$ cat config.mk
export PLATFORM = sky130hd
export DESIGN_NAME = csa_stream_accumulator_flat
export DESIGN_NICKNAME = d
export VERILOG_FILES = /design/src/rtl/csa_stream_accumulator_pkg.sv /design/src/rtl/csa_stream_accumulator_if.sv /design/src/rtl/csa_stream_accumulator_csa_3to2.sv /design/src/rtl/csa_stream_accumulator.sv /design/src/flat_wrapper.sv
export SDC_FILE = /design/constraint.sdc
export NUM_CORES = 1
export LEC_CHECK = 0
export CAP_MARGIN = 15
export CORE_MARGIN = 10
export CORE_UTILIZATION = 40
export DETAILED_ROUTE_END_ITERATION = 6
export SLEW_MARGIN = 30
export SYNTH_ARGS = -nofsm -noshare
export SYNTH_HDL_FRONTEND = slang
export SYNTH_HIERARCHICAL = 1
export SYNTH_SLANG_ARGS = --single-unit
$ cat constraint.sdc
create_clock -name clk -period 4.6 [get_ports clk]
set_input_delay 0.69 -clock clk [delete_from_list [all_inputs] [get_ports clk]]
set_output_delay 0.69 -clock clk [all_outputs]
set_load 0.03 [all_outputs]
$ cat src/rtl/csa_stream_accumulator_pkg.sv
// Shared definitions for the carry-save stream accumulator: state encoding
// and elaboration-time geometry helpers.
package csa_stream_accumulator_pkg;

   localparam logic [1:0] ST_ACCUM   = 2'd0;
   localparam logic [1:0] ST_RESOLVE = 2'd1;
   localparam logic [1:0] ST_DONE    = 2'd2;

   function automatic int calc_nchunk(input int acc_bits, input int cpa_chunk);
      return acc_bits / cpa_chunk;
   endfunction

   // Chunk index width; never narrower than one bit so a single-chunk build still has a counter.
   function automatic int calc_idx_w(input int nchunk);
      return (nchunk < 2) ? 1 : $clog2(nchunk);
   endfunction

   function automatic bit cfg_ok(input int in_bits, input int acc_bits, input int cpa_chunk);
      return (cpa_chunk > 0) && (acc_bits % cpa_chunk == 0) && (acc_bits >= in_bits);
   endfunction

endpackage

$ cat src/rtl/csa_stream_accumulator_if.sv
// Operand stream in / result stream out for the carry-save accumulator.
interface csa_stream_accumulator_if #(
   parameter int IN_BITS  = 32,
   parameter int ACC_BITS = 72,
   parameter int CNT_BITS = 16
);
   logic                in_valid;
   logic                in_ready;
   logic [IN_BITS-1:0]  in_data;
   logic                in_last;
   logic                out_valid;
   logic                out_ready;
   logic [ACC_BITS-1:0] out_data;
   logic [CNT_BITS-1:0] out_count;

   modport master (
      output in_valid, in_data, in_last, out_ready,
      input  in_ready, out_valid, out_data, out_count
   );

   modport slave (
      input  in_valid, in_data, in_last, out_ready,
      output in_ready, out_valid, out_data, out_count
   );
endinterface

$ cat src/rtl/csa_stream_accumulator_csa_3to2.sv
// Combinational 3:2 carry-save compressor; carry is pre-shifted into its
// weight position and the top carry bit is dropped (modulo 2^WIDTH).
module csa_3to2 #(
   parameter int WIDTH = 72
) (
   input  logic [WIDTH-1:0] a,
   input  logic [WIDTH-1:0] b,
   input  logic [WIDTH-1:0] d,
   output logic [WIDTH-1:0] sum,
   output logic [WIDTH-1:0] carry
);
   logic [WIDTH-1:0] maj;

   always_comb begin
      sum   = a ^ b ^ d;
      maj   = (a & b) | (a & d) | (b & d);
      carry = maj << 1;
   end
endmodule

$ cat src/rtl/csa_stream_accumulator.sv
// Streaming accumulator: one 3:2 compression per beat, then a chunked
// carry-propagate resolve of sum+carry presented on a valid/ready output.
module csa_stream_accumulator
   import csa_stream_accumulator_pkg::*;
#(
   parameter int IN_BITS   = 32,
   parameter int ACC_BITS  = 72,
   parameter int CPA_CHUNK = 8,
   parameter int SIGNED_IN = 1,
   parameter int CNT_BITS  = 16
) (
   input  logic clk,
   input  logic rst_n,
   csa_stream_accumulator_if.slave bus
);
   // state      | meaning
   // ST_ACCUM   | accepting operands, compressing into s/c each beat
   // ST_RESOLVE | adding s+c one CPA_CHUNK slice per cycle, low slice first
   // ST_DONE    | result presented, waiting for out_ready

   localparam int NCHUNK = calc_nchunk(ACC_BITS, CPA_CHUNK);
   localparam int IDX_W  = calc_idx_w(NCHUNK);

   if (!cfg_ok(IN_BITS, ACC_BITS, CPA_CHUNK)) begin : g_cfg_err
      $error("csa_stream_accumulator: ACC_BITS must be >= IN_BITS and a multiple of CPA_CHUNK");
   end

   logic [1:0]          state_q, state_d;
   logic [ACC_BITS-1:0] s_q, s_d;
   logic [ACC_BITS-1:0] c_q, c_d;
   logic [ACC_BITS-1:0] result_q, result_d;
   logic [IDX_W-1:0]    k_q, k_d;
   logic                carry_q, carry_d;
   logic [CNT_BITS-1:0] cnt_q, cnt_d;

   logic signed [IN_BITS-1:0] in_signed;
   logic [ACC_BITS-1:0]       x_ext;
   logic [ACC_BITS-1:0]       csa_sum, csa_carry;
   logic [CPA_CHUNK-1:0]      chunk_s, chunk_c;
   logic [CPA_CHUNK:0]        chunk_sum;
   logic                      in_ready_w;
   logic                      accept;
   logic                      last_chunk;

   always_comb begin
      in_signed = bus.in_data;
      x_ext     = (SIGNED_IN != 0) ? ACC_BITS'(in_signed) : ACC_BITS'(bus.in_data);
   end

   csa_3to2 #(.WIDTH(ACC_BITS)) u_csa (
      .a     (s_q),
      .b     (x_ext),
      .d     (c_q),
      .sum   (csa_sum),
      .carry (csa_carry)
   );

   always_comb begin
      in_ready_w = rst_n && (state_q == ST_ACCUM);
      accept     = bus.in_valid && in_ready_w;
      last_chunk = (k_q == IDX_W'(NCHUNK - 1));
   end

   // Chunk mux written as an unrolled compare so every select is constant.
   always_comb begin
      chunk_s = '0;
      chunk_c = '0;
      for (int i = 0; i < NCHUNK; i++) begin
         if (k_q == IDX_W'(i)) begin
            chunk_s = s_q[i*CPA_CHUNK +: CPA_CHUNK];
            chunk_c = c_q[i*CPA_CHUNK +: CPA_CHUNK];
         end
      end
      chunk_sum = {1'b0, chunk_s} + {1'b0, chunk_c} + {{CPA_CHUNK{1'b0}}, carry_q};
   end

   always_comb begin
      state_d  = state_q;
      s_d      = s_q;
      c_d      = c_q;
      result_d = result_q;
      k_d      = k_q;
      carry_d  = carry_q;
      cnt_d    = cnt_q;

      case (state_q)
         ST_ACCUM: begin
            if (accept) begin
               s_d   = csa_sum;
               c_d   = csa_carry;
               cnt_d = (cnt_q == {CNT_BITS{1'b1}}) ? cnt_q : cnt_q + 1'b1;
               if (bus.in_last) begin
                  state_d = ST_RESOLVE;
                  k_d     = '0;
                  carry_d = 1'b0;
               end
            end
         end

         ST_RESOLVE: begin
            for (int i = 0; i < NCHUNK; i++) begin
               if (k_q == IDX_W'(i)) begin
                  result_d[i*CPA_CHUNK +: CPA_CHUNK] = chunk_sum[CPA_CHUNK-1:0];
               end
            end
            carry_d = chunk_sum[CPA_CHUNK];
            if (last_chunk) begin
               state_d = ST_DONE;
            end else begin
               k_d = k_q + 1'b1;
            end
         end

         ST_DONE: begin
            if (bus.out_ready) begin
               state_d = ST_ACCUM;
               s_d     = '0;
               c_d     = '0;
               cnt_d   = '0;
            end
         end

         default: state_d = ST_ACCUM;
      endcase
   end

   always_ff @(posedge clk) begin
      if (!rst_n) begin
         state_q  <= ST_ACCUM;
         s_q      <= '0;
         c_q      <= '0;
         result_q <= '0;
         k_q      <= '0;
         carry_q  <= 1'b0;
         cnt_q    <= '0;
      end else begin
         state_q  <= state_d;
         s_q      <= s_d;
         c_q      <= c_d;
         result_q <= result_d;
         k_q      <= k_d;
         carry_q  <= carry_d;
         cnt_q    <= cnt_d;
      end
   end

   always_comb begin
      bus.in_ready  = in_ready_w;
      bus.out_valid = (state_q == ST_DONE);
      bus.out_data  = result_q;
      bus.out_count = cnt_q;
   end

endmodule

$ cat src/flat_wrapper.sv
// flat-port wrapper written by rule: the top's interface ports become plain ports
module csa_stream_accumulator_flat import csa_stream_accumulator_pkg::*;
#(
   parameter int IN_BITS   = 32,
   parameter int ACC_BITS  = 72,
   parameter int CPA_CHUNK = 8,
   parameter int SIGNED_IN = 1,
   parameter int CNT_BITS  = 16
)
  (clk, rst_n, bus_in_valid, bus_in_data, bus_in_last, bus_out_ready, bus_in_ready, bus_out_valid, bus_out_data, bus_out_count);
  csa_stream_accumulator_if #(.IN_BITS(IN_BITS), .ACC_BITS(ACC_BITS), .CNT_BITS(CNT_BITS)) bus_i ();
  input  logic clk;
  input  logic rst_n;
  input wire logic [$bits(bus_i.in_valid)-1:0] bus_in_valid;
  input wire logic [$bits(bus_i.in_data)-1:0] bus_in_data;
  input wire logic [$bits(bus_i.in_last)-1:0] bus_in_last;
  input wire logic [$bits(bus_i.out_ready)-1:0] bus_out_ready;
  output wire logic [$bits(bus_i.in_ready)-1:0] bus_in_ready;
  output wire logic [$bits(bus_i.out_valid)-1:0] bus_out_valid;
  output wire logic [$bits(bus_i.out_data)-1:0] bus_out_data;
  output wire logic [$bits(bus_i.out_count)-1:0] bus_out_count;
  assign bus_i.in_valid = bus_in_valid;
  assign bus_i.in_data = bus_in_data;
  assign bus_i.in_last = bus_in_last;
  assign bus_i.out_ready = bus_out_ready;
  assign bus_in_ready = bus_i.in_ready;
  assign bus_out_valid = bus_i.out_valid;
  assign bus_out_data = bus_i.out_data;
  assign bus_out_count = bus_i.out_count;
  csa_stream_accumulator #(.IN_BITS(IN_BITS), .ACC_BITS(ACC_BITS), .CPA_CHUNK(CPA_CHUNK), .SIGNED_IN(SIGNED_IN), .CNT_BITS(CNT_BITS)) u_core (.clk(clk), .rst_n(rst_n), .bus(bus_i));
endmodule
==> results of run 1 <==
==> final timing paths <==
path	startpoint	endpoint	slack, ps
setup / recovery	u_core/k_q[0]	u_core/bus.out_data[14]	340
hold / removal	u_core/bus.out_data[45]	u_core/bus.out_data[45]	460
setup reg to reg	u_core/k_q[0]	u_core/bus.out_data[14]	340
hold reg to reg	u_core/bus.out_data[45]	u_core/bus.out_data[45]	460
==> cell families (layout without fill, tap and decap cells) <==
kind of cell / after synthesis / after routing / share of synthesized area [%]
AOI/OAI and AO/OA: 394 / 394 / 22.93
xor gates and xnor gates: 15 / 15 / 1.242
adders and majority gates: 85 / 85 / 13.67
buffers and inverters: 136 / 220 / 4.809
DFF: 239 / 239 / 40.60
muxes: 1 / 1 / 0.09554
other: 1 / 1 / 0.03182
and+or+nand+nor: 442 / 442 / 16.62
==> layout make-up <==
type,instances,area share [%]
Tap cell,384,3.372
Clock buffer,42,5.928
Clock inverter,7,0.9748
Timing Repair Buffer,148,10.12
Sequential cell,239,33.58
Multi-Input combinational cell,938,45.39
Inverter,23,0.6411
==> power by group <==
group          total, µW  internal, µW  leakage (µW)  switching, µW
Clock               2350          1480      0.000483            872
Combinational        446           166       0.00277            280
Sequential          2190          2120       0.00193           66.9
==> layer usage <==
metal,GRT usage (%),share of wire [%],vias up
met1,24.96,45,4881
met3,2.757,6.2,48
met2,29.00,47,294
li1,-,-,4810
met4,4.718,2.0,0
met5,0,0,-
==> state kept, by name, indices dropped and copies added, names as in the netlist <==
signal                cells
u_core/bus.out_count     16
u_core/s_q               72
u_core/state_q            2
u_core/carry_q            1
u_core/c_q               72
u_core/k_q                4
u_core/bus.out_data      72
==> through the flow <==
| step | utilization [%] | instance area, µm² | setup WS [ps] |
|---|---|---|---|
| floorplan | - | 11790 | 1148 |
| global route | 49.37 | 14250 | 18.45 |
| finish | 49.37 | 14250 | 339.7 |
| detailed placement | 45.91 | 13250 | 449.3 |
| CTS | 49.32 | 14230 | 379.2 |
| global placement | 45.90 | 13250 | 552.0 |
==> tightest hold or removal path: cells and delay by family, from the launching register on <==
kind	cells	cell delay (ps)
compound gates	1	50
flops	1	310
simple gates	1	50
==> cell usage in the layout (no fill, tap or decap), types with 20 or more instances in the layout <==
cell type,Yosys,layout
clkbuf_16,0,29
nor2_1,229,228
fa_1,73,73
a22oi_1,160,160
o21ai_0,64,64
nand3_1,38,38
dfxtp_1,239,239
a21oi_1,71,71
buf_4,4,20
inv_1,21,21
clkdlybuf4s50_1,0,124
nand2_1,99,99
==> results.json, run 1 <==
{
  "status": "completed",
  "synth_top_area_share_pct": 40.60,
  "ctsHoldBuffers": 0,
  "max_slew_margin_pct": 40.54,
  "synthTopCellsByArea": "dfxtp_1, fa_1, a22oi_1",
  "drc": 0,
  "cts-htree-levels": 1,
  "synthArstFlopShare_pct": 0,
  "fmax_mhz": 234.7,
  "arrival_ps": 4710,
  "tns_ps": 0,
  "critical_path.max_stage_delay_ps": 500,
  "grt_pass1_wl_um": 54150,
  "synth_nets": 1435,
  "die_h_um": 191.6,
  "hpwl_um": 23370,
  "postRouteAntennaNets": 0,
  "cts_setup_buffers": 0,
  "worstHoldPathCells": 2,
  "synth_common_cells": "dfxtp_1, nor2_1, a22oi_1, nand2_1, fa_1",
  "rsz0062_at_grt": "false",
  "crit_type": "flip-flop to flip-flop",
  "finalPower_uw": 4987,
  "drt_iter0_markers": 943,
  "cp_top_family": "compound AO/OA/AOI/OAI gates",
  "drive_gt1_share_pct": 5.941,
  "postCtsResizedCells": 0,
  "setup_viol": 0,
  "grt-ovfl-total": 0,
  "clkTransAtPathRegs_ps": 60,
  "ys_seq_elements": 239,
  "maxCapViolations": 0,
  "syn-cell-area_um2": 11790,
  "cts_tree": "done",
  "avgSynthCellArea_um2": 8.976,
  "antenna_found_initial": 0,
  "num_antenna_cells": 0,
  "numCtsBuffers": 28,
  "min_period_over_period_pct": 92.62,
  "p_leak_uw": 0.005186,
  "rr_worst_depth": 15,
  "clkLatencyLatePin_ps": 540,
  "synth_ff_type": "dfxtp_1",
  "wl_um": 34190,
  "crit_path_start_kind": "flip-flop",
  "ys_seq_area_share_pct": 40.60,
  "path_cells": "inv_1 -> ha_1 -> buf_4 -> nor2_1 -> o211ai_1 -> a31oi_1 -> o21a_1 -> fa_1 -> inv_1 -> fa_1 -> a211oi_1 -> o21ai_0 -> and3b_1 -> or3_1 -> o21ai_0",
  "hold_viol": 0,
  "synth_cell_types": 65,
  "pin_count": 127,
  "dp_cells": 1731,
  "clock-sinks": 239,
  "period_needed_ps": 4260,
  "fp-row-count": 62,
  "via_per_inst": 5.633,
  "drv_slew": 0,
  "synth_edf_count": 0,
  "worst-path-buf-inv": 3,
  "globalplace.congestion": 0.9189,
  "first_global_vias": 9541,
  "dr_total_vias": 10030,
  "syn_to_final_growth_pct": 20.89,
  "final_nets": 1500,
  "cp_slowest_cell": "fa_1",
  "initial_utilization_pct": 40.84,
  "fin_cells": 1781,
  "pwr_density_cell_nw_per_um2": 350.0,
  "yosysTopAreaCell": "dfxtp_1",
  "crit_path_end_kind": "flip-flop",
  "clock_path_buffers": 3,
  "synthCells": 1313,
  "worst-endpoint-required_ps": 5050,
  "multiInputGateArea_um2": 6466,
  "skew_ps": 12.42,
  "firstDrtPassIters": 7,
  "yosysMostFrequentCell": "dfxtp_1",
  "crit_path_max_fanout": 10,
  "core_area_um2": 28860,
  "irDropWorstVdd_uv": 223.7,
  "die_area_um2": 36730,
  "root_buffer": "clkbuf_16",
  "crit_cells": 15,
  "seqCellArea_um2": 4785,
  "grt_max_degree": 145,
  "timing.hold.ws_ps": 460.0,
  "grt.total_usage_pct": 18.10,
  "wl_per_cell_um": 19.20,
  "worstMarginPinSlew_ps": 886.0,
  "fillers": 2759,
  "synth_warnings": 6,
  "io_buffers": 126,
  "dieWidth_um": 191.6,
  "hp-class": "flip-flop to flip-flop"
}
Power figures use the tool's default switching activity.
==> run 2: changes to the inputs <==
--- a/config.mk
+++ b/config.mk
@@ -14,3 +14,4 @@
 export SYNTH_HDL_FRONTEND = slang
 export SYNTH_HIERARCHICAL = 1
 export SYNTH_SLANG_ARGS = --single-unit
+export TNS_END_PERCENT = 50
==> results of run 2 <==
Same layout as run 1: the final DEF is identical, and so are final timing and power.
==> run 3: changes to the inputs <==
--- a/config.mk
+++ b/config.mk
@@ -9,6 +9,7 @@
 export CORE_MARGIN = 10
 export CORE_UTILIZATION = 40
 export DETAILED_ROUTE_END_ITERATION = 6
+export REMOVE_ABC_BUFFERS = 1
 export SLEW_MARGIN = 30
 export SYNTH_ARGS = -nofsm -noshare
 export SYNTH_HDL_FRONTEND = slang
==> run 3 against run 2 <==
Compared with the run above: register-to-register slack gained 130 ps; clock skew grew 3.1 ps; design area grew 0.40%; largest cell class unchanged; flip-flop and latch count unchanged; die area unchanged; via count shrank 0.40%.
==> results.json, run 3 (same netlist as run 1, synthesis figures left out) <==
{
  "status": "completed",
  "drc": 0,
  "fillers": 2750,
  "switching_share_pct": 24.25,
  "pwr-share-comb_pct": 8.8,
  "max_slew_margin_pct": 31.50,
  "dpl_cell_area_um2": 13250,
  "cts-htree-levels": 1,
  "drive_gt1_share_pct": 6.281,
  "clkLatencyLatePin_ps": 540,
  "timing.hold.ws_ps": 458.6,
  "firstDrtPassIters": 6,
  "wl_um": 33270,
  "critical_path.max_stage_delay_ps": 490,
  "final_common_cell": "dfxtp_1",
  "grt-ovfl-total": 0,
  "cpMostUsedCell": "o21ai_0",
  "setup_viol": 0,
  "die_h_um": 191.6,
  "final_cell_mix": "dfxtp_1, nor2_1, a22oi_1",
  "arrival_ps": 4560,
  "final_nets": 1504,
  "initial_utilization_pct": 40.84,
  "clock_path_buffers": 3,
  "switching_power_uw": 1220,
  "crit_type": "flip-flop to flip-flop",
  "numCtsBuffers": 28,
  "seqPwrFrac_pct": 43.4,
  "worst-endpoint-required_ps": 5030,
  "grt.total_usage_pct": 17.68,
  "pwr_density_cell_nw_per_um2": 351.7,
  "postRouteAntennaNets": 0,
  "crit_path_start_kind": "flip-flop",
  "hold_viol": 0,
  "first_global_vias": 9659,
  "path_cells": "inv_1 -> ha_1 -> clkinvlp_4 -> buf_4 -> nor2_1 -> o21ai_0 -> a32oi_1 -> o21ai_0 -> ha_1 -> o21ai_0 -> a21oi_1 -> buf_4 -> o41ai_1 -> mux2_2 -> o211a_1",
  "drv_slew": 0,
  "clock-sinks": 239,
  "rsz0062_at_grt": "false",
  "root_buffer": "clkbuf_16",
  "grt_max_degree": 145,
  "dieWidth_um": 191.6,
  "dr_total_vias": 9993,
  "skew_ps": 15.50,
  "crit_path_max_fanout": 12,
  "final_util_pct": 49.57,
  "cp_slowest_cell": "ha_1",
  "tns_ps": 0,
  "irDropWorstVdd_uv": 272.5,
  "min_period_over_period_pct": 89.77,
  "pin_count": 127,
  "core_area_um2": 28860,
  "grt_pass1_wl_um": 53520,
  "stdcell_area_um2": 14300,
  "p_leak_uw": 0.005205,
  "clkTransAtPathRegs_ps": 60,
  "maxCapViolations": 0,
  "syn_to_final_growth_pct": 21.37,
  "p_int_uw": 3811,
  "worstMarginPinSlew_ps": 1020,
  "hp-class": "flip-flop to flip-flop",
  "hpwl_um": 22370,
  "period_needed_ps": 4130,
  "fp-row-count": 62,
  "fmax_mhz": 242.2,
  "drt_iter0_markers": 1015,
  "crit_path_end_kind": "flip-flop",
  "io_buffers": 126,
  "clkPwrFrac_pct": 47.8,
  "cts_tree": "done",
  "via_per_inst": 5.598,
  "antenna_found_initial": 0,
  "globalplace.congestion": 0.8217,
  "wl_per_cell_um": 18.64,
  "die_area_um2": 36730,
  "num_antenna_cells": 0
}
run 3: cell types whose count changed in the layout (fill, tap and decap cells not counted), sizes merged:
| cell | delta |
|---|---|
| buf | +4 |
| clkbuf | -3 |
| clkinvlp | +3 |
| clkinv | -2 |
| bufinv | +1 |
| inv | +1 |
run 3: timing repair:
item,CTS,global route
hold buffers,0,0
buffers inserted,0,3
gates resized for setup,0,2
setup endpoints to repair,0,36
run 3: critical path, delay by kind of cell, from the launching register on:
kind,cells,cell delay (ps)
compound gates,7,1350
fa+ha+maj,2,870
simple gates,1,90
buf+inv,4,900
mux,1,480
flops,1,340
run 3: power by group through the flow:
stage / combinational [µW] / sequential [µW] / clock, µW
6_report: 443 / 2180 / 2400
5_1_grt: 498 / 2190 / 2540
4_1_cts: 444 / 2180 / 2460
3_5_place_dp: 442 / 2230 / 0
3_3_place_gp: 434 / 2230 / 0
2_1_floorplan: 258 / 2220 / 0
run 3: through the flow:
| stage | worst slack, ps | instances | power, µW |
|---|---|---|---|
| floorplan | -791.8 | 1200 | 2480 |
| global placement | 279.9 | 1732 | 2662 |
| detailed placement | 42.15 | 1732 | 2671 |
| CTS | 17.00 | 1781 | 5084 |
| global route | 245.0 | 1785 | 5226 |
| finish | 470.4 | 1785 | 5031 |
run 3: cell type report:
cell class                 count  area [µm²]  area share, %
clock buffer                  39       823.3          5.756
sequential                   239        4785          33.45
multi-input combinational    938        6462          45.18
inverter                      23       95.09         0.6648
timing repair buffer         152        1470          10.28
tap                          384       480.5          3.359
clock inverter                10       187.7          1.312
run 3: layer usage:
metal / vias up / routed length (µm) / GRT usage, %
li1: 4814 / - / -
met1: 4862 / 14930 / 24.24
met2: 271 / 15600 / 28.49
met3: 46 / 1988 / 2.738
met4: 0 / 746 / 4.627
met5: - / 0 / 0
run 3: worst paths after layout:
check	from	end	slack [ps]	cells past startpoint
worst max-delay path	u_core/k_q[0]	u_core/bus.out_data[15]	470	15
worst min-delay path	u_core/bus.out_data[65]	u_core/bus.out_data[65]	460	2
worst max register to register	u_core/k_q[0]	u_core/bus.out_data[15]	470	15
worst min register to register	u_core/bus.out_data[65]	u_core/bus.out_data[65]	460	2
